File: config.mk
export PLATFORM = sky130hd
export DESIGN_NAME = pc_sequencer_flat
export DESIGN_NICKNAME = d
export VERILOG_FILES = /design/src/rtl/pc_sequencer_pkg.sv /design/src/rtl/pc_sequencer_if.sv /design/src/rtl/pc_sequencer_ctx_save_table.sv /design/src/rtl/pc_sequencer.sv /design/src/flat_wrapper.sv
export SDC_FILE = /design/constraint.sdc
export NUM_CORES = 1
export LEC_CHECK = 0
export CORE_ASPECT_RATIO = 1.75
export CORE_MARGIN = 2
export CORE_UTILIZATION = 40
export DETAILED_ROUTE_END_ITERATION = 7
export GPL_TIMING_DRIVEN = 1
export PLACE_DENSITY = 0.69
export SYNTH_ARGS = -nofsm -noshare
export SYNTH_HDL_FRONTEND = slang
export SYNTH_SLANG_ARGS = --single-unit
export TNS_END_PERCENT = 30
File: constraint.sdc
create_clock -name Fast_Clock -period 1.8 [get_ports Fast_Clock]
set_input_delay 0.18 -clock Fast_Clock [delete_from_list [all_inputs] [get_ports Fast_Clock]]
set_output_delay 0.18 -clock Fast_Clock [all_outputs]
set_load 0.02 [all_outputs]
File: src/rtl/pc_sequencer_pkg.sv
// rtl/pc_sequencer_pkg.sv - shared types and constants for the PC / process-context sequencer
// Purpose: FSM state encoding, region geometry and default vectors.
// Ports: none (package).
package pc_sequencer_pkg;

    typedef enum logic {
        ST_RUN    = 1'b0,
        ST_HALTED = 1'b1
    } state_t;

    localparam int         PROC_BITS_DEF   = 2;
    localparam int         OFFSET_BITS_DEF = 9;
    localparam int         ADDR_WIDTH_DEF  = 13;
    localparam int         NUM_PROCS       = 1 << PROC_BITS_DEF;
    localparam int         REGION_WORDS    = 1 << OFFSET_BITS_DEF;
    localparam logic [1:0] OS_PROC_ID      = 2'd0;
    localparam logic [8:0] TRAP_VECTOR_DEF = 9'd8;
    localparam logic [8:0] BOOT_OFFSET_DEF = 9'd0;

endpackage

File: src/rtl/pc_sequencer_if.sv
// rtl/pc_sequencer_if.sv - control/fetch bundle between OS control logic and the sequencer
// Purpose: groups the fetch-control requests and the PC/status outputs.
// Ports: master drives Stall, Branch_En, Branch_Target, Trap, Switch_Req,
//        Switch_Proc, Halt, Resume; slave drives PC, Cur_Proc, Instr_Valid, Switch_Ack.
interface pc_sequencer_if
    import pc_sequencer_pkg::*;
#(
    parameter int PROC_BITS   = PROC_BITS_DEF,
    parameter int OFFSET_BITS = OFFSET_BITS_DEF,
    parameter int ADDR_WIDTH  = ADDR_WIDTH_DEF
);
    logic                   Stall;
    logic                   Branch_En;
    logic [OFFSET_BITS-1:0] Branch_Target;
    logic                   Trap;
    logic                   Switch_Req;
    logic [PROC_BITS-1:0]   Switch_Proc;
    logic                   Halt;
    logic                   Resume;
    logic [ADDR_WIDTH-1:0]  PC;
    logic [PROC_BITS-1:0]   Cur_Proc;
    logic                   Instr_Valid;
    logic                   Switch_Ack;

    modport master (
        output Stall, Branch_En, Branch_Target, Trap, Switch_Req, Switch_Proc, Halt, Resume,
        input  PC, Cur_Proc, Instr_Valid, Switch_Ack
    );

    modport slave (
        input  Stall, Branch_En, Branch_Target, Trap, Switch_Req, Switch_Proc, Halt, Resume,
        output PC, Cur_Proc, Instr_Valid, Switch_Ack
    );
endinterface

File: src/rtl/pc_sequencer_ctx_save_table.sv
// rtl/pc_sequencer_ctx_save_table.sv - per-process saved resume offsets
// Purpose: NUM_PROCS x OFFSET_BITS register file, async reset to 0.
// Ports: clk, rst; wr_en/wr_idx/wr_data write port; rd_idx -> rd_data combinational
//        read of the registered contents (same-edge write is not forwarded).
module ctx_save_table
    import pc_sequencer_pkg::*;
#(
    parameter int NUM_ENTRIES = NUM_PROCS,
    parameter int OFFSET_BITS = OFFSET_BITS_DEF,
    parameter int IDX_BITS    = $clog2(NUM_ENTRIES)
) (
    input  logic                   clk,
    input  logic                   rst,
    input  logic                   wr_en,
    input  logic [IDX_BITS-1:0]    wr_idx,
    input  logic [OFFSET_BITS-1:0] wr_data,
    input  logic [IDX_BITS-1:0]    rd_idx,
    output logic [OFFSET_BITS-1:0] rd_data
);
    logic [OFFSET_BITS-1:0] save_q [NUM_ENTRIES];
    logic [OFFSET_BITS-1:0] save_d [NUM_ENTRIES];

    always_comb begin
        save_d = save_q;
        if (wr_en) begin
            save_d[wr_idx] = wr_data;
        end
    end

    always_ff @(posedge clk or posedge rst) begin
        if (rst) begin
            for (int i = 0; i < NUM_ENTRIES; i++) begin
                save_q[i] <= '0;
            end
        end else begin
            save_q <= save_d;
        end
    end

    assign rd_data = save_q[rd_idx];
endmodule

File: src/rtl/pc_sequencer.sv
// rtl/pc_sequencer.sv - program counter and process-context unit for the instruction ROM
// Purpose: RUN/HALTED FSM, trap/switch/branch priority mux, offset register,
//          registered Instr_Valid and Switch_Ack.
// Ports: Fast_Clock, Reset (async, active-high); bus (pc_sequencer_if.slave).
module pc_sequencer
    import pc_sequencer_pkg::*;
#(
    parameter int                   ADDR_WIDTH  = ADDR_WIDTH_DEF,
    parameter int                   PROC_BITS   = PROC_BITS_DEF,
    parameter int                   OFFSET_BITS = OFFSET_BITS_DEF,
    parameter logic [OFFSET_BITS-1:0] TRAP_VECTOR = TRAP_VECTOR_DEF,
    parameter logic [OFFSET_BITS-1:0] BOOT_OFFSET = BOOT_OFFSET_DEF
) (
    input  logic Fast_Clock,
    input  logic Reset,
    pc_sequencer_if.slave bus
);
    localparam logic [PROC_BITS-1:0] OS_ID = PROC_BITS'(OS_PROC_ID);

    state_t                 state_q, state_d;
    logic [PROC_BITS-1:0]   proc_q, proc_d;
    logic [OFFSET_BITS-1:0] offset_q, offset_d;
    logic                   valid_q, valid_d;
    logic                   ack_q, ack_d;

    logic                   wr_en;
    logic [PROC_BITS-1:0]   wr_idx;
    logic [OFFSET_BITS-1:0] offset_inc;
    logic [OFFSET_BITS-1:0] saved_offset;
    logic                   trap_take;
    logic                   switch_take;
    logic                   redirect;

    // Wraps modulo the region size, so a region never spills into the next.
    assign offset_inc = offset_q + OFFSET_BITS'(1);

    // Each request is only legal from one side of the OS/user boundary; an
    // illegal one simply falls through to the lower-priority rules.
    assign trap_take   = bus.Trap && (proc_q != OS_ID);
    assign switch_take = bus.Switch_Req && (proc_q == OS_ID) && (bus.Switch_Proc != OS_ID);
    assign redirect    = trap_take || switch_take || bus.Branch_En;

    ctx_save_table #(
        .NUM_ENTRIES (1 << PROC_BITS),
        .OFFSET_BITS (OFFSET_BITS),
        .IDX_BITS    (PROC_BITS)
    ) u_ctx (
        .clk     (Fast_Clock),
        .rst     (Reset),
        .wr_en   (wr_en),
        .wr_idx  (wr_idx),
        .wr_data (offset_inc),
        .rd_idx  (bus.Switch_Proc),
        .rd_data (saved_offset)
    );

    always_comb begin
        state_d  = state_q;
        proc_d   = proc_q;
        offset_d = offset_q;
        valid_d  = 1'b0;
        ack_d    = 1'b0;
        wr_en    = 1'b0;
        wr_idx   = proc_q;

        if (state_q == ST_HALTED) begin
            if (bus.Resume) begin
                state_d = ST_RUN;
            end
        end else begin
            if (trap_take) begin
                wr_en    = 1'b1;
                proc_d   = OS_ID;
                offset_d = TRAP_VECTOR;
                ack_d    = 1'b1;
            end else if (switch_take) begin
                // wr_idx is proc_q, which is the OS here.
                wr_en    = 1'b1;
                proc_d   = bus.Switch_Proc;
                offset_d = saved_offset;
                ack_d    = 1'b1;
            end else if (bus.Branch_En) begin
                offset_d = bus.Branch_Target;
            end else if (bus.Halt) begin
                state_d = ST_HALTED;
            end else if (!bus.Stall) begin
                offset_d = offset_inc;
            end
            // The ROM registers its address, so the word fetched on a redirect,
            // stall or halt edge is off-path and is flagged invalid next cycle.
            valid_d = !bus.Stall && !bus.Halt && !redirect;
        end
    end

    always_ff @(posedge Fast_Clock or posedge Reset) begin
        if (Reset) begin
            state_q  <= ST_RUN;
            proc_q   <= OS_ID;
            offset_q <= BOOT_OFFSET;
            valid_q  <= 1'b0;
            ack_q    <= 1'b0;
        end else begin
            state_q  <= state_d;
            proc_q   <= proc_d;
            offset_q <= offset_d;
            valid_q  <= valid_d;
            ack_q    <= ack_d;
        end
    end

    assign bus.PC          = ADDR_WIDTH'({proc_q, offset_q});
    assign bus.Cur_Proc    = proc_q;
    assign bus.Instr_Valid = valid_q;
    assign bus.Switch_Ack  = ack_q;
endmodule

File: src/flat_wrapper.sv
// flat-port wrapper written by rule: the top's interface ports become plain ports
module pc_sequencer_flat import pc_sequencer_pkg::*;
#(
    parameter int                   ADDR_WIDTH  = ADDR_WIDTH_DEF,
    parameter int                   PROC_BITS   = PROC_BITS_DEF,
    parameter int                   OFFSET_BITS = OFFSET_BITS_DEF,
    parameter logic [OFFSET_BITS-1:0] TRAP_VECTOR = TRAP_VECTOR_DEF,
    parameter logic [OFFSET_BITS-1:0] BOOT_OFFSET = BOOT_OFFSET_DEF
)
  (Fast_Clock, Reset, bus_Stall, bus_Branch_En, bus_Branch_Target, bus_Trap, bus_Switch_Req, bus_Switch_Proc, bus_Halt, bus_Resume, bus_PC, bus_Cur_Proc, bus_Instr_Valid, bus_Switch_Ack);
  pc_sequencer_if #(.PROC_BITS(PROC_BITS), .OFFSET_BITS(OFFSET_BITS), .ADDR_WIDTH(ADDR_WIDTH)) bus_i ();
  input  logic Fast_Clock;
  input  logic Reset;
  input wire logic [$bits(bus_i.Stall)-1:0] bus_Stall;
  input wire logic [$bits(bus_i.Branch_En)-1:0] bus_Branch_En;
  input wire logic [$bits(bus_i.Branch_Target)-1:0] bus_Branch_Target;
  input wire logic [$bits(bus_i.Trap)-1:0] bus_Trap;
  input wire logic [$bits(bus_i.Switch_Req)-1:0] bus_Switch_Req;
  input wire logic [$bits(bus_i.Switch_Proc)-1:0] bus_Switch_Proc;
  input wire logic [$bits(bus_i.Halt)-1:0] bus_Halt;
  input wire logic [$bits(bus_i.Resume)-1:0] bus_Resume;
  output wire logic [$bits(bus_i.PC)-1:0] bus_PC;
  output wire logic [$bits(bus_i.Cur_Proc)-1:0] bus_Cur_Proc;
  output wire logic [$bits(bus_i.Instr_Valid)-1:0] bus_Instr_Valid;
  output wire logic [$bits(bus_i.Switch_Ack)-1:0] bus_Switch_Ack;
  assign bus_i.Stall = bus_Stall;
  assign bus_i.Branch_En = bus_Branch_En;
  assign bus_i.Branch_Target = bus_Branch_Target;
  assign bus_i.Trap = bus_Trap;
  assign bus_i.Switch_Req = bus_Switch_Req;
  assign bus_i.Switch_Proc = bus_Switch_Proc;
  assign bus_i.Halt = bus_Halt;
  assign bus_i.Resume = bus_Resume;
  assign bus_PC = bus_i.PC;
  assign bus_Cur_Proc = bus_i.Cur_Proc;
  assign bus_Instr_Valid = bus_i.Instr_Valid;
  assign bus_Switch_Ack = bus_i.Switch_Ack;
  pc_sequencer #(.ADDR_WIDTH(ADDR_WIDTH), .PROC_BITS(PROC_BITS), .OFFSET_BITS(OFFSET_BITS), .TRAP_VECTOR(TRAP_VECTOR), .BOOT_OFFSET(BOOT_OFFSET)) u_core (.Fast_Clock(Fast_Clock), .Reset(Reset), .bus(bus_i));
endmodule
### After elaboration in Yosys (flattened, before gate mapping)

Index checks and enable logic that the tools add are counted.

* register bits after elaboration: 50
* bits of input ports: 19
* logic and storage cells: 58

* $lt $le $gt $ge: 3
* bitwise gates (word level): 3
* equality and inequality tests: 2
* reduce and logical (&&, ||, !) cells: 17
* add/sub/neg operators: 1
* mux-type cells: 23

Operators with widths (number)
* 9-bit 2-to-1 mux: 8
* 36-bit bitwise mux: 1
* 9-bit binary-select mux with 2-bit select: 1
* 9-bit demux with 2-bit select: 1
* 1-bit 2-to-1 mux: 10
* 9-bit by 1-bit adder with 9-bit output (second input constant): 1
* 3-bit >= comparator (second input constant): 2
* 1-bit logical AND: 6
* 2-bit NOT with 3-bit output: 2
* 2-bit nonzero test: 3
* 2-bit 2-to-1 mux: 2
* 4-bit by 1-bit != test with 1-bit output (second input constant): 1
* 4-bit by 2-bit != test with 1-bit output (second input constant): 1
* 1-bit zero test: 3
* 3-bit by 1-bit < comparator with 1-bit output (second input constant): 1
* 3-bit AND reduction: 1
* 2-bit zero test: 1
* 1-bit logical OR: 2
* 2-bit AND reduction: 1
* 1-bit NOT: 1

### Logic depth before layout (Yosys ltp)

* depth in word-level cells: 8
* mapped depth: 7
* mapped depth without buffers: 6

### By module

From an unflattened synthesis, not the netlist that was laid out.

* cells, all modules: 189
* area, all modules: 2546.2 um^2

Modules (own cells, without submodules)
* ctx_save_table: area an instance 1574.0 um^2, sequential area each 900.9 um^2, times used 1, cells each 89
* pc_sequencer: area an instance 972.2 um^2, sequential area each 350.3 um^2, times used 1, cells each 100

### Worst setup path after synthesis

OpenSTA, ideal clock, no wires.

* path kind: flip-flop to flip-flop
* from: reg u_core.proc_q[1] (netlist: u_core.bus.Cur_Proc[1])
* to: reg u_core.u_ctx.save_q[28] (netlist name)
* stages on the path, launching flop included: 5
* data required time: 1675 ps
* period minus slack after synthesis: 1715 ps
* data arrival time: 1590 ps
* path slack: 85 ps
* buffers on the path: 0
* cell sequence: dfrtp_1 > nor2_4 > and2b_4 > nor3_4 > mux2_2

* longest elaborated chain between the ends: 6
* elaborated cells between the ends (all ways): 15
* those cells by class: order compare: 2; mux: 6; bitwise: 1; reduce/logical: 6

Ends and longest elaborated chain
* from (decl): line pc_sequencer.sv:21 `logic [PROC_BITS-1:0] proc_q, proc_d;`
* from (signal assigned): line pc_sequencer.sv:104 `proc_q <= proc_d;`
* 2-bit NOT with 3-bit output (not written as such) / 2-bit zero test (equally long branches): line pc_sequencer_ctx_save_table.sv:26, pc_sequencer.sv:40
* 3-bit >= comparator (not written as such) (tied with other cells): line pc_sequencer_ctx_save_table.sv:26 `save_d[wr_idx] = wr_data;`
* 1-bit logical AND (on tied branches): line pc_sequencer_ctx_save_table.sv:26, pc_sequencer.sv:40
* 9-bit 2-to-1 mux (not written as such) / 1-bit 2-to-1 mux (equally long branches): line pc_sequencer_ctx_save_table.sv:26, pc_sequencer.sv:76
* 9-bit demux with 2-bit select / 1-bit 2-to-1 mux (equally long branches): line pc_sequencer_ctx_save_table.sv:26, pc_sequencer.sv:71
* 36-bit bitwise mux / 1-bit 2-to-1 mux (equally long branches): line pc_sequencer_ctx_save_table.sv:26, pc_sequencer.sv:66
* to (signal assigned): line pc_sequencer_ctx_save_table.sv:36 `save_q <= save_d;`
* to (decl): line pc_sequencer_ctx_save_table.sv:20 `logic [OFFSET_BITS-1:0] save_q [NUM_ENTRIES];`

Several ways; a longest one is shown, not always the timed one.
A chain may end at the register's enable or synchronous reset.

### Worst setup path in the final report

* from: reg u_core.proc_q[1] (netlist: u_core.bus.Cur_Proc[1])
* to: reg u_core.u_ctx.save_q[27] (netlist name)

Same word-level chain as after synthesis.

==> impl.org <==
** Timing
- Unrepaired setup endpoints after global routing :: no
- Final setup skew :: 0.0123 ns
- Setup slack closes at roughly 0.1 ns.
- Number of setup violations in the final report :: 0
- For the finished layout, the period the worst path requires is 1.70 ns.
- The final critical path takes up between 90 and 100% of the cycle.
- The number of max-slew violations in the final report was 0.
- Setup TNS :: 0 ns
- Max Clock Freq :: between 500 and 600 MHz
- Number of hold violations in the final report :: 0

** Synthesis
- Among all flip-flop cells after synthesis, the most frequent one is sky130_fd_sc_hd__dfrtp_1.
- Count of yosys warnings during synthesis :: 0
- The synthesized design contains 0 enable-type register cells.
- Synthesized area divided by synthesized cell count :: approximately 11 um2
- Multiplexer cells account for 12.1% of the synthesized area.
- Post-Synth Adder-Cell Area :: less than 1%
- Post-Syn Instances :: 235
- Share of flip-flops with an asynchronous set or reset :: 100%
- Post-synthesis compound-gate area fraction :: about 16%
- The commonest cells after synthesis are 50 x sky130_fd_sc_hd__dfrtp_1, 32 x sky130_fd_sc_hd__nor2_1, 26 x sky130_fd_sc_hd__a21oi_1, 20 x sky130_fd_sc_hd__o21ai_0, 18 x sky130_fd_sc_hd__nand2_1.
- Yosys instantiated no cell more often than sky130_fd_sc_hd__dfrtp_1.
- Most area-hungry cell type in the Yosys netlist :: sky130_fd_sc_hd__dfrtp_1
- Dominant cells by area after synthesis :: sky130_fd_sc_hd__dfrtp_1 51%, sky130_fd_sc_hd__mux4_2 8.2%, sky130_fd_sc_hd__a21oi_1 5.3%, sky130_fd_sc_hd__nor2_1 4.8%, sky130_fd_sc_hd__o21ai_0 4.0%
- Seq/Total Area, Yosys :: between 50% and 60%
- After synthesis, the largest family of logic cells by area is compound AO/OA/AOI/OAI gates.
- Summing every instance area after synthesis gives 2480 um2.
- Summing the areas of all and, or, nand and nor instances in the mapped netlist gives 13.2% of the synthesized area.
- Area fraction of the dominant cell type after synthesis :: 50.5%
- In this run, distinct cell masters in the synthesized netlist total 44.
- Of the total synthesized cell area, the portion taken by XOR and XNOR cells is around 2.5%.
- Post-synthesis register bit count :: 50

** Floorplanning
- The die is 108 um tall.
- Top-level I/O count :: 36
- Die footprint :: between 6000 and 7000 um2
- Site Rows :: 38
- Initial standard-cell utilization of the core :: 40.7%
- Measured along the x axis, the die boundary spans 63.5 um.
- The core region is 6090 um2.

** Placed design
- Post-detail-place hpwl :: approximately 4600 um
- Port buffering added 33 buffers.
- Routability-driven placement finished with a final weighted congestion of ~0.91.
- At the placement stage, the worst setup path has a slack of -0.118 ns.

** Clock tree
- For this design, the sink count on the clock tree is 50.
- CTS tree :: yes
- Total number of H-tree levels :: 2
- Clock-pin slew was measured on the worst setup and hold paths at 0.09 ns.
- TritonCTS buffer count :: 5
- Buffer cell driving the clock tree root :: sky130_fd_sc_hd__clkbuf_8
- Deepest clock path buffer count :: 2
- Insertion delay to the later sink of the worst-skew pair :: 0.31 ns
- The number of hold buffers added after CTS was 0.
- Post-cts gate resize count :: 0
- Buffers added to address setup during post-CTS repair amount to 0.

** Detailed routing
- The first TritonRoute pass finished after 4 iterations.
- Initial DRC Count :: 144
- Final routed DRC violation total :: 0
- Number of vias per cell after detailed routing :: 5.25
- Overall via count from detail_route :: 1931
- In this run the remaining antenna-violating nets after routing total 0.
- Routed wire per std cell :: ~16 um
- For this block, the routed nets add up to 5970 um of wire.

** Setup path
- Reg-to-reg critical path startpoint :: u_core.bus.Cur_Proc[1]
- Critical R2R Capture :: u_core.u_ctx.save_q[27]
- STA classifies the critical path endpoint as a register.
- The setup check on the worst reg-to-reg path leaves a slack of ~0.1 ns.
- Critical path startpoint category :: register
- CP Data Required Time :: 2.03 ns
- R2r worst-path depth :: 5
- Along the worst path, the maximum fanout reaches 13.
- The worst setup path is of the register to register kind.
- Data arrival time of the critical path :: 1.93 ns

** Global route
- Wire length of the first global-routing pass :: 10100 um
- Pin count of the biggest net entering global routing :: 51
- Final global-route overflow total :: 0
- Global routing used 19.7% of the available tracks across all layers.
- Initial antenna violation count :: 0
- The via count of the first global-routing pass was 2029.

** Power
- For this design the ratio of total power to cell area is ~1600 nW/um2.
- Max IR drop VDD :: 0.601 mV
- For this design the static power due to leakage is approximately 1.4 nW.

** Final layout
- Final net count :: 308
- Area growth from synthesis to layout :: 28.0%
- Util after Layout :: 52.1%
- Summing all flip-flop and latch instances after layout gives 1250 um2.
- Number of inserted filler cells in the final layout :: 588
- Diodes inserted :: 0
- Area used by multi-input combinational logic :: 1110 um2
- Fraction of final layout cells with drive strength greater than 1 :: 21.2%

** Run status
- Run status :: completed

** Hold path
- Type of the tightest min-delay check :: input port to asynchronous set/reset pin

** Run
- Across the run, the number of max-cap violations was 0.
[worst max path at each step]
stage                                 startpoint                 endpoint  slack [ns]  cells after the start
final                     u_core.bus.Cur_Proc[1]  u_core.u_ctx.save_q[27]         0.1                      5
after global routing      u_core.bus.Cur_Proc[0]  u_core.u_ctx.save_q[31]        0.02                      6
after CTS                 u_core.bus.Cur_Proc[1]  u_core.u_ctx.save_q[27]        0.09                      5
after detailed placement      bus_Switch_Proc[0]       u_core.offset_q[7]       -0.12                      7
after global placement        bus_Switch_Proc[0]       u_core.offset_q[4]       -0.09                      6
after floorplan           u_core.bus.Cur_Proc[1]  u_core.u_ctx.save_q[28]        0.09                      4
[layer usage]
metal / part of all wire (%) / GRT usage [%] / wire (um) / vias to the layer above
li1: - / - / - / 928
met1: 39 / 22.3 / 2300 / 938
met2: 55 / 35.5 / 3290 / 53
met3: 3.8 / 3.64 / 224 / 12
met4: 2.6 / 8.85 / 154 / 0
met5: 0 / 0 / 0 / -
[cells by family after synthesis]
group | Yosys count
adder cells (fa/ha/maj) | 1
other | 1
AO/OA/AOI/OAI | 67
AND/OR/NAND/NOR | 70
multiplexers | 18
buffers and inverters | 21
flip-flops | 50
XOR/XNOR | 7
[flip-flops by register name, indices dropped and copies added (netlist names)]
| name | cells |
|---|---|
| u_core.bus.Instr_Valid | 1 |
| u_core.state_q | 1 |
| u_core.u_ctx.save_q | 36 |
| u_core.bus.Switch_Ack | 1 |
| u_core.offset_q | 9 |
| u_core.bus.Cur_Proc | 2 |
[critical path, cell delays in order, from the launching register on]
cell and delay, ns:
sky130_fd_sc_hd__dfrtp_1 0.46, sky130_fd_sc_hd__nor2_4 0.17, sky130_fd_sc_hd__and2b_4 0.24, sky130_fd_sc_hd__nor3_4 0.28, sky130_fd_sc_hd__buf_4 0.27, sky130_fd_sc_hd__mux2i_1 0.19
[layout make-up]
class | instances | share of cell area [%]
inverter | 5 | 0.592
clock buffer | 6 | 2.60
sequential | 50 | 39.4
clock inverter | 1 | 0.947
multi-input combinational | 165 | 35.0
timing repair buffer | 61 | 18.2
tap | 80 | 3.16
[where the power goes]
| part | internal [mW] | leakage, nW | total [mW] | switching, mW |
|---|---|---|---|---|
| sequential | 1.64 | 0.595 | 2.01 | 0.366 |
| clock | 0.445 | 0.0573 | 0.813 | 0.368 |
| combinational | 1.18 | 0.710 | 2.38 | 1.20 |
| total | 3.27 | 1.36 | 5.20 | 1.94 |
[cells in the final DEF, fill, tap and decap left out, types with 4 or more instances in the layout]
cell / Yosys / layout
sky130_fd_sc_hd__mux2i_1: 4 / 4
sky130_fd_sc_hd__mux2_2: 5 / 5
sky130_fd_sc_hd__nand2_1: 18 / 18
sky130_fd_sc_hd__dfrtp_1: 50 / 50
sky130_fd_sc_hd__xor2_1: 6 / 6
sky130_fd_sc_hd__a21o_1: 5 / 5
sky130_fd_sc_hd__clkbuf_8: 0 / 6
sky130_fd_sc_hd__nand3_1: 6 / 6
sky130_fd_sc_hd__nor2_1: 32 / 32
sky130_fd_sc_hd__mux4_2: 9 / 9
sky130_fd_sc_hd__clkdlybuf4s50_1: 0 / 33
sky130_fd_sc_hd__o21ai_0: 20 / 20
sky130_fd_sc_hd__a21oi_1: 26 / 26
sky130_fd_sc_hd__buf_4: 5 / 25
[per-stage QoR]
step           cells  hold slack [ns]  power [mW]  cell area (um2)
3_5_place_dp     361            0.469        4.42             3060
4_1_cts          368            0.228        5.23             3170
5_1_grt          368            0.248        5.58             3170
6_report         368            0.216        5.20             3170
2_1_floorplan    236            0.273        3.46             2480
3_3_place_gp     361            0.458        4.36             3060
Power figures use the tool's default switching activity.
